**src/rtl/cpld_xnor_parity_rx_pkg.sv**
```systemverilog
// Shared definitions for the CPLD XNOR-parity serial link: receiver FSM
// states, line-level constants and a reference XNOR parity helper that the
// transmit side can reuse.
package cpld_parity_pkg;

  typedef enum logic [1:0] {
    IDLE   = 2'd0,
    DATA   = 2'd1,
    PARITY = 2'd2,
    STOP   = 2'd3
  } state_t;

  localparam logic START_BIT = 1'b0;
  localparam logic STOP_BIT  = 1'b1;

  // Reduction XNOR over the low w bits of d; an all-zero (or empty) word
  // gives 1, matching ~^ for the even-ones case.
  function automatic logic xnor_par(logic [15:0] d, int w);
    logic p;
    p = 1'b1;
    for (int i = 0; i < 16; i++) begin
      if (i < w) p = p ^ d[i];
    end
    return p;
  endfunction

endpackage

```
**src/rtl/cpld_xnor_parity_rx_if.sv**
```systemverilog
// Receive-side bundle of the CPLD serial link. The master drives the bit
// strobe and line; the slave (receiver) returns the decoded frame status.
interface cpld_xnor_parity_rx_if #(
  parameter int DATA_W = 4,
  parameter int CNT_W  = 8
);
  logic              bit_en;
  logic              sin;
  logic [DATA_W-1:0] dout;
  logic              dvalid;
  logic              perr;
  logic              ferr;
  logic              busy;
  logic [CNT_W-1:0]  err_cnt;

  modport master (
    output bit_en, sin,
    input  dout, dvalid, perr, ferr, busy, err_cnt
  );

  modport slave (
    input  bit_en, sin,
    output dout, dvalid, perr, ferr, busy, err_cnt
  );
endinterface

```
**src/rtl/cpld_xnor_parity_gen.sv**
```systemverilog
// Combinational XNOR parity over a W-bit word: 1 when the word holds an
// even number of ones. Shared between the link transmitter and receiver.
module cpld_xnor_parity_gen #(
  parameter int W = 4
) (
  input  logic [W-1:0] d,
  output logic         par
);

  assign par = ~^d;

endmodule

```
**src/rtl/cpld_xnor_parity_rx.sv**
```systemverilog
// Serial receiver for XNOR-parity frames: start(0), DATA_W data bits LSB
// first, parity bit, stop(1), one line bit per BIT_EN strobe.
// Optional feature macro: CPLD_PARITY_RX_CNT_EN builds a saturating error
// counter on err_cnt; without it err_cnt is tied to zero.
module cpld_xnor_parity_rx
  import cpld_parity_pkg::*;
#(
  parameter int DATA_W = 4,
  parameter int CNT_W  = 8
) (
  input  logic                  clk,
  input  logic                  rst,
  cpld_xnor_parity_rx_if.slave  bus
);

  state_t            state;
  logic [DATA_W-1:0] shreg;
  logic [DATA_W-1:0] shnext;
  logic [4:0]        cnt;
  logic              rx_par;
  logic              exp_par;
  logic [DATA_W-1:0] dout;
  logic              dvalid;
  logic              perr;
  logic              ferr;
  logic              frame_bad;

  // A one-bit payload has nothing to shift down, so it just takes the line.
  generate
    if (DATA_W == 1) begin : g_sh1
      assign shnext = bus.sin;
    end else begin : g_shn
      assign shnext = {bus.sin, shreg[DATA_W-1:1]};
    end
  endgenerate

  cpld_xnor_parity_gen #(.W(DATA_W)) u_gen (
    .d   (shreg),
    .par (exp_par)
  );

  assign frame_bad = (rx_par != exp_par) || (bus.sin != STOP_BIT);

  // Frame FSM: advances only on strobed cycles and reports the frame one
  // cycle after the stop bit is sampled; a bad stop bit still ends the frame.
  always_ff @(posedge clk) begin
    if (rst) begin
      state  <= IDLE;
      shreg  <= '0;
      cnt    <= '0;
      rx_par <= 1'b0;
      dout   <= '0;
      dvalid <= 1'b0;
      perr   <= 1'b0;
      ferr   <= 1'b0;
    end else begin
      dvalid <= 1'b0;
      if (bus.bit_en) begin
        case (state)
          IDLE: begin
            if (bus.sin == START_BIT) begin
              state <= DATA;
              cnt   <= '0;
            end
          end
          DATA: begin
            shreg <= shnext;
            cnt   <= cnt + 5'd1;
            if (cnt == 5'(DATA_W - 1)) state <= PARITY;
          end
          PARITY: begin
            rx_par <= bus.sin;
            state  <= STOP;
          end
          STOP: begin
            dout   <= shreg;
            perr   <= (rx_par != exp_par);
            ferr   <= (bus.sin != STOP_BIT);
            dvalid <= 1'b1;
            state  <= IDLE;
          end
          default: state <= IDLE;
        endcase
      end
    end
  end

  assign bus.dout   = dout;
  assign bus.dvalid = dvalid;
  assign bus.perr   = perr;
  assign bus.ferr   = ferr;
  assign bus.busy   = (state != IDLE);

`ifdef CPLD_PARITY_RX_CNT_EN
  logic [CNT_W-1:0] err_cnt;

  // Saturating count of bad frames, stepped on the same edge that raises
  // dvalid so the count is current while the frame is being reported.
  always_ff @(posedge clk) begin
    if (rst) begin
      err_cnt <= '0;
    end else if (bus.bit_en && state == STOP && frame_bad && err_cnt != '1) begin
      err_cnt <= err_cnt + CNT_W'(1);
    end
  end

  assign bus.err_cnt = err_cnt;
`else
  logic unused_frame_bad;
  assign unused_frame_bad = frame_bad;
  assign bus.err_cnt      = '0;
`endif

endmodule

```
**src/flat_wrapper.sv**
```systemverilog
// flat-port wrapper written by rule: the top's interface ports become plain ports
module cpld_xnor_parity_rx_flat import cpld_parity_pkg::*;
#(
  parameter int DATA_W = 4,
  parameter int CNT_W  = 8
)
  (clk, rst, bus_bit_en, bus_sin, bus_dout, bus_dvalid, bus_perr, bus_ferr, bus_busy, bus_err_cnt);
  cpld_xnor_parity_rx_if #(.DATA_W(DATA_W), .CNT_W(CNT_W)) bus_i ();
  input  logic clk;
  input  logic rst;
  input wire logic [$bits(bus_i.bit_en)-1:0] bus_bit_en;
  input wire logic [$bits(bus_i.sin)-1:0] bus_sin;
  output wire logic [$bits(bus_i.dout)-1:0] bus_dout;
  output wire logic [$bits(bus_i.dvalid)-1:0] bus_dvalid;
  output wire logic [$bits(bus_i.perr)-1:0] bus_perr;
  output wire logic [$bits(bus_i.ferr)-1:0] bus_ferr;
  output wire logic [$bits(bus_i.busy)-1:0] bus_busy;
  output wire logic [$bits(bus_i.err_cnt)-1:0] bus_err_cnt;
  assign bus_i.bit_en = bus_bit_en;
  assign bus_i.sin = bus_sin;
  assign bus_dout = bus_i.dout;
  assign bus_dvalid = bus_i.dvalid;
  assign bus_perr = bus_i.perr;
  assign bus_ferr = bus_i.ferr;
  assign bus_busy = bus_i.busy;
  assign bus_err_cnt = bus_i.err_cnt;
  cpld_xnor_parity_rx #(.DATA_W(DATA_W), .CNT_W(CNT_W)) u_core (.clk(clk), .rst(rst), .bus(bus_i));
endmodule
```
**config.mk**
```make
export PLATFORM = sky130hd
export DESIGN_NAME = cpld_xnor_parity_rx_flat
export DESIGN_NICKNAME = d
export VERILOG_FILES = /design/src/rtl/cpld_xnor_parity_rx_pkg.sv /design/src/rtl/cpld_xnor_parity_rx_if.sv /design/src/rtl/cpld_xnor_parity_gen.sv /design/src/rtl/cpld_xnor_parity_rx.sv /design/src/flat_wrapper.sv
export SDC_FILE = /design/constraint.sdc
export NUM_CORES = 1
export LEC_CHECK = 0
export CORE_ASPECT_RATIO = 0.75
export CORE_UTILIZATION = 45
export CTS_CLUSTER_DIAMETER = 120
export DETAILED_ROUTE_END_ITERATION = 10
export DONT_BUFFER_PORTS = 1
export GPL_TIMING_DRIVEN = 0
export PLACE_DENSITY = 0.56
export SYNTH_ARGS = -nofsm -noshare
export SYNTH_HDL_FRONTEND = slang
export SYNTH_HIERARCHICAL = 1
export SYNTH_SLANG_ARGS = --single-unit
```
**constraint.sdc**
```tcl
create_clock -name clk -period 1.9 [get_ports clk]
set_input_delay 0.19 -clock clk [delete_from_list [all_inputs] [get_ports clk]]
set_output_delay 0.19 -clock clk [all_outputs]
set_load 0.02 [all_outputs]
```
### After elaboration in Yosys (flattened, before gate mapping)

Cells that the tools add are included.

* register bits: 19
* bits in latches: 0
* RAM bits: 0
* ROM bits: 0
* input port bits: 4
* word-level logic and storage cells: 34
* memories kept: 0

* add/subtract/negate cells: 1
* multipliers: 0
* divide/modulo/power cells: 0
* magnitude comparators: 0
* equality and inequality tests: 7
* shift operators: 0
* multiplexer cells: 6
* bitwise gates (word level): 2
* reduce and logical (&&, ||, !) cells: 10

Operators with widths (count)
* 5-bit case mux with 2 select lines: 1
* 2-bit case mux with 4 select lines: 1
* 2-bit AND reduction: 3
* 3-bit AND reduction: 2
* 5-bit by 1-bit adder with 5-bit output, second input constant: 1
* 5-bit by 2-bit equality test with 1-bit output, second input constant: 1
* 5-bit two-way mux: 1
* 2-bit equality test, second input constant: 2
* 2-bit two-way mux: 2
* 2-bit nonzero test: 2
* 4-bit XNOR reduction: 1
* 2-bit by 1-bit equality test with 1-bit output, second input constant: 1
* 2-bit logical NOT: 1
* 2-bit by 1-bit != test with 1-bit output, second input constant: 1
* 2-bit != test, second input constant: 1
* 1-bit NOT: 2
* 2-bit OR reduction: 1
* 1-bit two-way mux: 1
* 1-bit != test: 1

### Depth between registers and ports, before layout

Gate-level depths: netlist (run 1).

* word-level depth: 3
* gate-level depth with buffers: 7

### By module

Netlist (run 1), hierarchy kept.

Modules (own cells, without submodules)
* cpld_xnor_parity_rx: times used 1, cells each 110, area an instance 938.4 µm²
* cpld_xnor_parity_gen: times used 1, cells each 3, area an instance 26.3 µm²

### Least setup slack after synthesis (run 1)

No wires, ideal clock.

* path kind: register to register
* from: register u_core.cnt[0]
* to: register u_core.state[1]
* setup time: 0.128 ns
* arrival: 1.402 ns
* required time: 1.772 ns
* path slack: 0.370 ns
* cell stages (with the launch flop): 6
* clock period less this slack: 1.530 ns
* path through: dfxtp_1 -> ha_1 -> or4b_4 -> a21boi_4 -> mux2i_1 -> nor2_1

* word-level cells in the longest chain between the ends: 3

Ends and longest elaborated chain
* start: declaration: line cpld_xnor_parity_rx.sv:19 `logic [4:0] cnt;`
* start signal: assignment: line cpld_xnor_parity_rx.sv:68 `cnt <= cnt + 5'd1;`
* 5-bit by 2-bit equality test with 1-bit output: line cpld_xnor_parity_rx.sv:69 `if (cnt == 5'(DATA_W - 1)) state <= PARITY;`
* 2-bit by 1-bit != test with 1-bit output (no source line)
* 3-bit AND reduction (no source line)
* end signal: assignment: line cpld_xnor_parity_rx.sv:69
* end signal: assignment: line cpld_xnor_parity_rx.sv:73 `state <= STOP;`
* end signal: assignment: line cpld_xnor_parity_rx.sv:80 `state <= IDLE;`
* end: declaration: line cpld_xnor_parity_rx.sv:16 `state_t state;`

No other way between the ends.
A chain may end at the register's enable or synchronous reset.

### Worst setup path in the final report (run 1)

Ends and elaborated chain as after synthesis.

==> reports/results.ini, run 1 <==
[power_and_ir_drop]
power_frac_comb_pct=16.3
power_switching_uw=206.8
clkPwrFrac_pct=28.0
leakage_uw=0.0004015
intPower_uw=534.1
power.density_nw_per_um2=700.8
sw_frac_of_total_pct=27.91
power_frac_seq_pct=55.7
vdd_drop_max_mv=0.4177

[sta]
slew_violations=0
period_needed_ns=1.686
hold_slack_ns=0.02396
tns_ns=0
finalHoldViolations=0
clock_skew_ns=0.002526
fmax_mhz=593.2
min_period_over_period_pct=88.73
fin_ws_ns=0.2142
rsz0062_at_grt=false
setup_violations=0

[logic_synthesis]
synthTopCellsByArea=dfxtp_1, ha_1, nand2_1, a21oi_1, buf_4
yosys.area.top_type_share_pct=39.43
synth.distinct_cells=29
yosysSeqAreaShare_pct=39.43
synth_cells=113
synthesis.area_um2=964.7
synth_seq_cells=19
syn_avg_cell_area_um2=8.537
synth_area_leader_cell=dfxtp_1
yosysWarnings=6

[routing]
drc=0
drt-total-wl_mm=1.719
avgViaCountPerCell=4.852
dr.pass1.iters=4
drtIter0Drc=17
dr_total_vias=723
ant_nets=0
wire_per_inst_um=11.54

[job]
cap_violations=0

[global_routing]
grt_max_degree=11
track_usage_pct=15.91
grt_pass1_wl_mm=2.746
antenna_found_initial=0
grt_pass1_vias=589
overflow=0

[cts]
clk_pin_slew_worst_paths_ns=0.11
clock_sinks=19
htreeDepth=1
cts_buffer_depth=2
clock_latency_ns=0.30
ctsResizeCount=0
post_cts_buffers=0
cts_root_buf=clkbuf_4
cts_tree=yes
cts_made_buffers=3

[cells_and_area]
multi_input_area_um2=519.2
antenna_cells=0
nFillCells=204
mostFrequentLayoutCells=dfxtp_1, nand2_1, a21oi_1, nor2_1
layout-drive-gt1-share_pct=13.60
area_growth_pct=9.598
nets=136
seqCellArea_um2=380.4
final_common_cell=dfxtp_1
final_util_pct=52.48

[setup_path]
worst_ep_arrival_time_ns=1.87
critPathRequiredTime_ns=2.08
rrSetupSlack_ns=0.21
cp-start-kind=flip-flop
crit_type=flip-flop to flip-flop
critPathMaxFanout=4
reg2reg_depth=5
endpoint_kind=flip-flop

[die]
start_util_pct=47.89
chipWidth_um=55.47
pin_count=20
fp.coreArea_um2=2014
dieArea_um2=2335
die_y_um=42.10
rows=14

[status]
outcome=finished, final reports clean

[placed_design]
numPortBuffers=0
dp_hpwl_mm=1.281
pre_cts_slack_ns=0.2409
place.gp.congestion=0.8053

[worst_hold_path]
hp-class=input port to flip-flop
hold_depth=2

==> synthesized netlist by cell type <==
master and count:
o21ai_1 1, and2_1 1, a32oi_1 1, a21boi_2 1, a31o_2 1, xor2_1 1, a21boi_4 1, clkbuf_1 3
nor2_1 11, nand2b_1 2, buf_1 1, nand3_1 5, mux2i_1 1, conb_1 1, dfxtp_1 19, a21oi_1 12
a211oi_1 2, o211ai_1 1, nor2b_1 2, a211oi_2 1, nand2_1 17, inv_1 3, buf_2 1, or4b_4 1
ha_1 6, nand4_1 2, nand3b_1 1, xnor2_1 6, buf_4 8
==> stage by stage <==
stage	area (um^2)	power, uW	cells
after floorplan	991.0	524.7	120
after global placement	1021	539.9	144
after detailed placement	1021	540.3	144
after CTS	1057	751.6	149
after global routing	1057	785.4	149
final	1057	740.9	149
==> worst max-delay path: stages, from the launching register on <==
cell and delay, ns:
dfxtp_1 0.39, ha_1 0.22, or4b_4 0.49, a21boi_4 0.21, mux2i_1 0.20, nor2_1 0.05
==> area by class of cell <==
| type | instances | share of cell area (%) |
|---|---|---|
| Multi-Input combinational cell | 85 | 49.11 |
| Sequential cell | 19 | 35.98 |
| Buffer | 13 | 7.574 |
| Tap cell | 24 | 2.840 |
| Clock buffer | 4 | 2.485 |
| Inverter | 3 | 1.065 |
| Timing Repair Buffer | 1 | 0.9467 |
==> registers in the layout, indices dropped and copies added (netlist names) <==
signal / count
u_core/bus.dout: 4
u_core/bus.dvalid: 1
u_core/bus.ferr: 1
u_core/bus.perr: 1
u_core/cnt: 5
u_core/rx_par: 1
u_core/shreg: 4
u_core/state: 2
==> layer usage <==
metal	global-route usage (%)	up-vias	part of all wire [%]
met3	7.099	4	5.8
met2	20.96	19	39
met1	21.88	316	54
li1	-	384	-
met5	0	-	0
met4	7.500	0	1.6
==> path summary, 6_finish.rpt <==
check | endpoint | from
worst max-delay path | u_core/state[1]$_SDFFE_PP0P_ | u_core/cnt[0]$_SDFFE_PP0P_
worst min-delay path | u_core/shreg[3]$_SDFFE_PP0P_ | bus_sin
worst max register to register | u_core/state[1]$_SDFFE_PP0P_ | u_core/cnt[0]$_SDFFE_PP0P_
worst min register to register | u_core/bus.dout[0]$_SDFFE_PP0P_ | u_core/shreg[0]$_SDFFE_PP0P_
==> power groups by stage <==
| stage | clock network (uW) | registers, uW | logic, uW |
|---|---|---|---|
| 6_report | 208 | 413 | 120 |
| 3_5_place_dp | 0 | 422 | 118 |
| 3_3_place_gp | 0 | 422 | 117 |
| 5_1_grt | 238 | 414 | 133 |
| 2_1_floorplan | 0 | 421 | 104 |
| 4_1_cts | 218 | 413 | 120 |
==> cell families after synthesis <==
group	count (synthesis)	synth area share, %
fa+ha+maj	6	7.782
other cells	1	0.3887
compound gates	21	15.30
xor+xnor	7	6.356
mux	1	1.038
simple gates	42	20.23
buf+inv	16	9.467
flops	19	39.43
==> what timing repair did <==
action	in CTS	in global routing
endpoints found under the setup margin	0	0
hold buffers	1	0
endpoints found under the hold margin	1	0
(Power assumes the default switching activity.)
==> inputs of run 2 (changes only) <==
Settings changed: ABC_CLOCK_PERIOD_IN_PS set to 1900, CORE_ASPECT_RATIO 0.75 to 0.7, CORE_MARGIN set to 3.
==> run 2 against run 1 <==
  * Total power decreased by 0.28%
  * Combinational power increased by 4%
  * Global-route usage is 1.4 points lower
  * Utilization up 2.0 points
  * Hold slack gained 0.012 ns
  * Critical path type unchanged
==> reports/results.ini, run 2 (synthesis results as in run 1) <==
[sta]
clock_skew_ns=0.0006974  ; -0.001828 ns
period_needed_ns=1.710  ; +0.02404 ns
slew_violations=0  ; unchanged
hold_slack_ns=0.03613  ; +0.01217 ns
fmax_mhz=584.8  ; -1.4%
finalHoldViolations=0  ; unchanged
rsz0062_at_grt=false
setup_violations=0  ; unchanged
tns_ns=0  ; unchanged
fin_ws_ns=0.1901  ; -0.02404 ns
min_period_over_period_pct=89.99  ; +1.3 points

[setup_path]
endpoint_kind=flip-flop
worst_ep_arrival_time_ns=1.89  ; +0.02 ns
cp-start-kind=flip-flop
slowest_delay_ns=0.49  ; about the same
path_cells=ha_1 -> or4b_4 -> a21boi_4 -> mux2i_1 -> nor2_1
critPathMaxFanout=4  ; unchanged
rrSetupSlack_ns=0.19  ; -0.02 ns
critPathRequiredTime_ns=2.08  ; about the same
crit_path_top_delay_cell=or4b_4
crit_type=flip-flop to flip-flop

[placed_design]
numPortBuffers=0  ; unchanged
dp_hpwl_mm=1.378  ; +7.5%
place.gp.congestion=0.7364  ; -8.6%
pre_cts_slack_ns=0.2073  ; -0.03352 ns

[cells_and_area]
regMostFlops=u_core/cnt
largest_reg_flops=5  ; unchanged
antenna_cells=0  ; unchanged
area_growth_pct=9.338
final_util_pct=54.49  ; +2.0 points
reg_top3=u_core/cnt (5), u_core/bus.dout (4), u_core/shreg (4)
final_common_cell=dfxtp_1
mostFrequentLayoutCells=dfxtp_1, nand2_1, a21oi_1, nor2_1
layout-drive-gt1-share_pct=13.60  ; unchanged
nets=136  ; unchanged

[worst_hold_path]
hp-class=input port to flip-flop

[power_and_ir_drop]
power_frac_comb_pct=16.9  ; +0.6 points
leakage_uw=0.0004015  ; unchanged
sw_frac_of_total_pct=27.70  ; -0.21 points
intPower_uw=534.1  ; about the same
vdd_drop_max_mv=0.3399  ; -19%
power_frac_seq_pct=56.0  ; +0.3 points
power_switching_uw=204.7  ; -1.0%
power.density_nw_per_um2=700.4  ; about the same
clkPwrFrac_pct=27.1  ; -0.9 points

[status]
outcome=finished, final reports clean

[cts]
cts_made_buffers=3  ; unchanged
clock_sinks=19  ; unchanged
htreeDepth=1  ; unchanged
cts_root_buf=clkbuf_4
cts_tree=yes
post_cts_buffers=0  ; unchanged
cts_buffer_depth=2  ; unchanged
clock_latency_ns=0.29  ; about the same
clk_pin_slew_worst_paths_ns=0.10  ; about the same

[die]
dieArea_um2=2744  ; +18%
rows=13  ; -1
chipWidth_um=61.34  ; +11%
pin_count=20  ; unchanged
fp.coreArea_um2=1936  ; -3.9%
die_y_um=44.74  ; +6.3%
start_util_pct=49.84  ; +2.0 points

[routing]
drt-total-wl_mm=1.861  ; +8.3%
dr.pass1.iters=4  ; unchanged
ant_nets=0  ; unchanged
wire_per_inst_um=12.66  ; +9.7%
dr_total_vias=748  ; +3.5%
drtIter0Drc=33  ; +16
drc=0  ; unchanged
avgViaCountPerCell=5.088  ; +4.9%

[global_routing]
overflow=0  ; unchanged
track_usage_pct=14.56  ; -1.4 points
grt_pass1_wl_mm=3.008  ; +9.5%
grt_max_degree=11  ; unchanged
grt_pass1_vias=651  ; +11%
antenna_found_initial=0  ; unchanged

[job]
cap_violations=0  ; unchanged

run 2: cell counts in the layout (fill, tap and decap cells not counted):
Identical to the previous run, type by type.
run 2: area by class of cell:
cell class / instances / area (um^2)
clock buffers: 4 / 26.28
inverters: 3 / 11.26
well taps: 22 / 27.53
plain buffers: 13 / 80.08
multi-input cells: 85 / 519.2
repair buffers: 1 / 10.01
fillers: 184 / 880.8
flip-flops and latches: 19 / 380.4
run 2: per-layer routing:
metal | up-vias | track usage (%) | share of wire (%)
met1 | 330 | 21.25 | 53
met5 | - | 0 | 0
met2 | 31 | 20.04 | 38
met4 | 0 | 1.695 | 0.64
met3 | 2 | 6.857 | 8.5
li1 | 385 | - | -
run 2: final timing paths:
kind / from / end / cells past startpoint
setup / recovery: u_core/cnt[0]$_SDFFE_PP0P_ / u_core/state[1]$_SDFFE_PP0P_ / 5
setup reg to reg: u_core/cnt[0]$_SDFFE_PP0P_ / u_core/state[1]$_SDFFE_PP0P_ / 5
hold reg to reg: u_core/shreg[0]$_SDFFE_PP0P_ / u_core/bus.dout[0]$_SDFFE_PP0P_ / 2
hold / removal: bus_sin / u_core/shreg[3]$_SDFFE_PP0P_ / 2
run 2: worst max-delay path, delay by kind of cell (launching register included):
family	cells	cell delay, ns
adders and majority gates	1	0.23
muxes	1	0.20
and+or+nand+nor	2	0.54
AOI/OAI and AO/OA	1	0.22
DFF	1	0.40
run 2: power groups by stage:
stage	sequential [uW]	clock [uW]	combinational, uW
detailed placement	423	0	121
floorplan	421	0	104
global route	415	226	135
finish	414	200	125
global placement	422	0	118
CTS	413	208	123
run 2: metrics by stage:
| stage | instance area (um^2) | power (uW) | instances |
|---|---|---|---|
| after floorplan | 991.0 | 524.7 | 120 |
| after global placement | 1018 | 540.0 | 142 |
| after detailed placement | 1018 | 543.5 | 142 |
| after CTS | 1055 | 744.4 | 147 |
| after global routing | 1055 | 776.1 | 147 |
| final | 1055 | 738.8 | 147 |
run 2: repair_timing:
item,4_1_cts,5_1_grt
endpoints found under the hold margin,1,0
resized for setup,0,0
hold buffers,1,0
==> inputs of run 3 (changes only) <==
Settings changed: CORE_MARGIN 3 to unset.
==> run 3 against run 2 <==
  * The flow now finishes with violations (design-rule violations)
  * Final cell count unchanged
  * Maximum frequency increased by 1.8%
  * Combinational power shrank 3%
  * Critical path depth is the same
  * Sequential share of layout area unchanged
  * Clock power about the same
  * Wire length shrank 8.7%
  * Sequential cell count unchanged
  * Worst setup slack improved by 0.031 ns
  * Via count down 2.7%
==> reports/results.ini, run 3 (synthesis results as in run 1) <==
[status]
outcome=finished, violations left
violations=design-rule violations

[sta]
slew_violations=0  ; unchanged
clock_skew_ns=0.001786  ; +0.001089 ns
finalHoldViolations=0  ; unchanged
period_needed_ns=1.679  ; -0.03077 ns
fmax_mhz=595.6  ; +1.8%
min_period_over_period_pct=88.37  ; -1.6 points
rsz0062_at_grt=false
setup_violations=0  ; unchanged
tns_ns=0  ; unchanged

[routing]
drtIter0Drc=28  ; -15%
wire_per_inst_um=11.56  ; -8.7%
avgViaCountPerCell=4.952  ; -2.7%
drc=4  ; +4
dr.pass1.iters=7  ; +3
drt-total-wl_mm=1.700  ; -8.7%
ant_nets=0  ; unchanged
dr_total_vias=728  ; -2.7%

[cts]
clk_pin_slew_worst_paths_ns=0.10  ; about the same
cts_root_buf=clkbuf_4
cts_buffer_depth=2  ; unchanged
post_cts_buffers=0  ; unchanged
clock_latency_ns=0.29  ; about the same
cts_tree=yes
cts_made_buffers=3  ; unchanged
htreeDepth=1  ; unchanged
clock_sinks=19  ; unchanged

[die]
die_y_um=40.74  ; -8.9%
chipWidth_um=57.34  ; -6.5%
start_util_pct=49.84  ; unchanged
fp.coreArea_um2=1936  ; unchanged
rows=13  ; unchanged
dieArea_um2=2336  ; -15%
pin_count=20  ; unchanged

[cells_and_area]
layout-drive-gt1-share_pct=13.60  ; unchanged
antenna_cells=0  ; unchanged
nFillCells=185  ; +0.54%
final_common_cell=dfxtp_1
nets=136  ; unchanged
stdcell_count=147  ; unchanged
design_area_um2=1055  ; unchanged
reg_top3=u_core/cnt (5), u_core/bus.dout (4), u_core/shreg (4)
largest_reg_flops=5  ; unchanged
mostFrequentLayoutCells=dfxtp_1, nand2_1, a21oi_1, nor2_1
regMostFlops=u_core/cnt
area_growth_pct=9.338  ; unchanged

[placed_design]
dp_hpwl_mm=1.289  ; -6.4%
place.gp.congestion=0.7695  ; +4.5%
placedInstanceArea_um2=1018  ; unchanged
dp.cells=142  ; unchanged
numPortBuffers=0  ; unchanged

[power_and_ir_drop]
power.density_nw_per_um2=695.6  ; -0.69%
vdd_drop_max_mv=0.4726  ; +39%
leakage_uw=0.0004015  ; unchanged
power.total_uw=733.6  ; -0.69%

[global_routing]
overflow=0  ; unchanged
track_usage_pct=16.31  ; +1.8 points
antenna_found_initial=0  ; unchanged
grt_pass1_wl_mm=2.725  ; -9.4%
grt_max_degree=11  ; unchanged
grt_pass1_vias=584  ; -10%

[worst_hold_path]
hold_depth=2  ; unchanged
hp-class=input port to flip-flop

[setup_path]
critPathRequiredTime_ns=2.08  ; about the same
worst_ep_arrival_time_ns=1.85  ; -0.04 ns
crit_type=flip-flop to flip-flop
critPathMaxFanout=4  ; unchanged
reg2reg_depth=5  ; unchanged
crit_path_top_delay_cell=or4b_4
slowest_delay_ns=0.49  ; about the same
cp-start-kind=flip-flop
endpoint_kind=flip-flop
path_cells=ha_1 -> or4b_4 -> a21boi_4 -> mux2i_1 -> nor2_1

[job]
cap_violations=0  ; unchanged

## run 3: cell counts in the layout (fill, tap and decap cells not counted)
No cell type changed its count.
## run 3: path summary, 6_finish.rpt
check / startpoint / endpoint / slack [ns]
max: u_core/cnt[0]$_SDFFE_PP0P_ / u_core/state[1]$_SDFFE_PP0P_ / 0.22
min: bus_sin / u_core/shreg[3]$_SDFFE_PP0P_ / 0.04
max reg2reg: u_core/cnt[0]$_SDFFE_PP0P_ / u_core/state[1]$_SDFFE_PP0P_ / 0.22
min reg2reg: u_core/shreg[0]$_SDFFE_PP0P_ / u_core/bus.dout[0]$_SDFFE_PP0P_ / 0.50
## run 3: area by class of cell
class / instances / area, um^2 / area share [%]
well taps: 22 / 27.53 / 2.610
inverters: 3 / 11.26 / 1.068
plain buffers: 13 / 80.08 / 7.592
clock buffers: 4 / 26.28 / 2.491
flip-flops and latches: 19 / 380.4 / 36.06
multi-input cells: 85 / 519.2 / 49.23
repair buffers: 1 / 10.01 / 0.9490
## run 3: timing repair
action | 4_1_cts | 5_1_grt
hold endpoints to repair | 1 | 0
hold buffers | 1 | 0
gates resized for setup | 0 | 0
## run 3: report_power, final
| group | switching, uW | internal (uW) | leakage [uW] |
|---|---|---|---|
| combinational | 74.4 | 46.9 | 0.000233 |
| clock | 117 | 81.7 | 0.0000150 |
| sequential | 8.17 | 405 | 0.000153 |
| total | 200 | 534 | 0.000401 |
## run 3: metal layers
layer,global-route usage (%),vias up,share of wire [%]
met3,6.625,2,6.8
met1,22.41,322,57
li1,-,384,-
met5,0,-,0
met4,5.488,0,0.65
met2,22.97,20,36
## run 3: critical path: cells and delay by family, from the launching register on
kind | cells | cell delay [ns]
AO/OA/AOI/OAI | 1 | 0.21
adder cells (fa/ha/maj) | 1 | 0.21
flip-flops | 1 | 0.39
multiplexers | 1 | 0.22
AND/OR/NAND/NOR | 2 | 0.54
## run 3: stage by stage
step,worst slack [ns],util (%),hold slack [ns]
floorplan,0.3702,-,0.2858
global placement,0.2371,52.62,0.2916
detailed placement,0.2235,52.62,0.2946
CTS,0.1963,54.49,0.02311
global route,0.08918,54.49,0.03531
finish,0.2209,54.49,0.03848
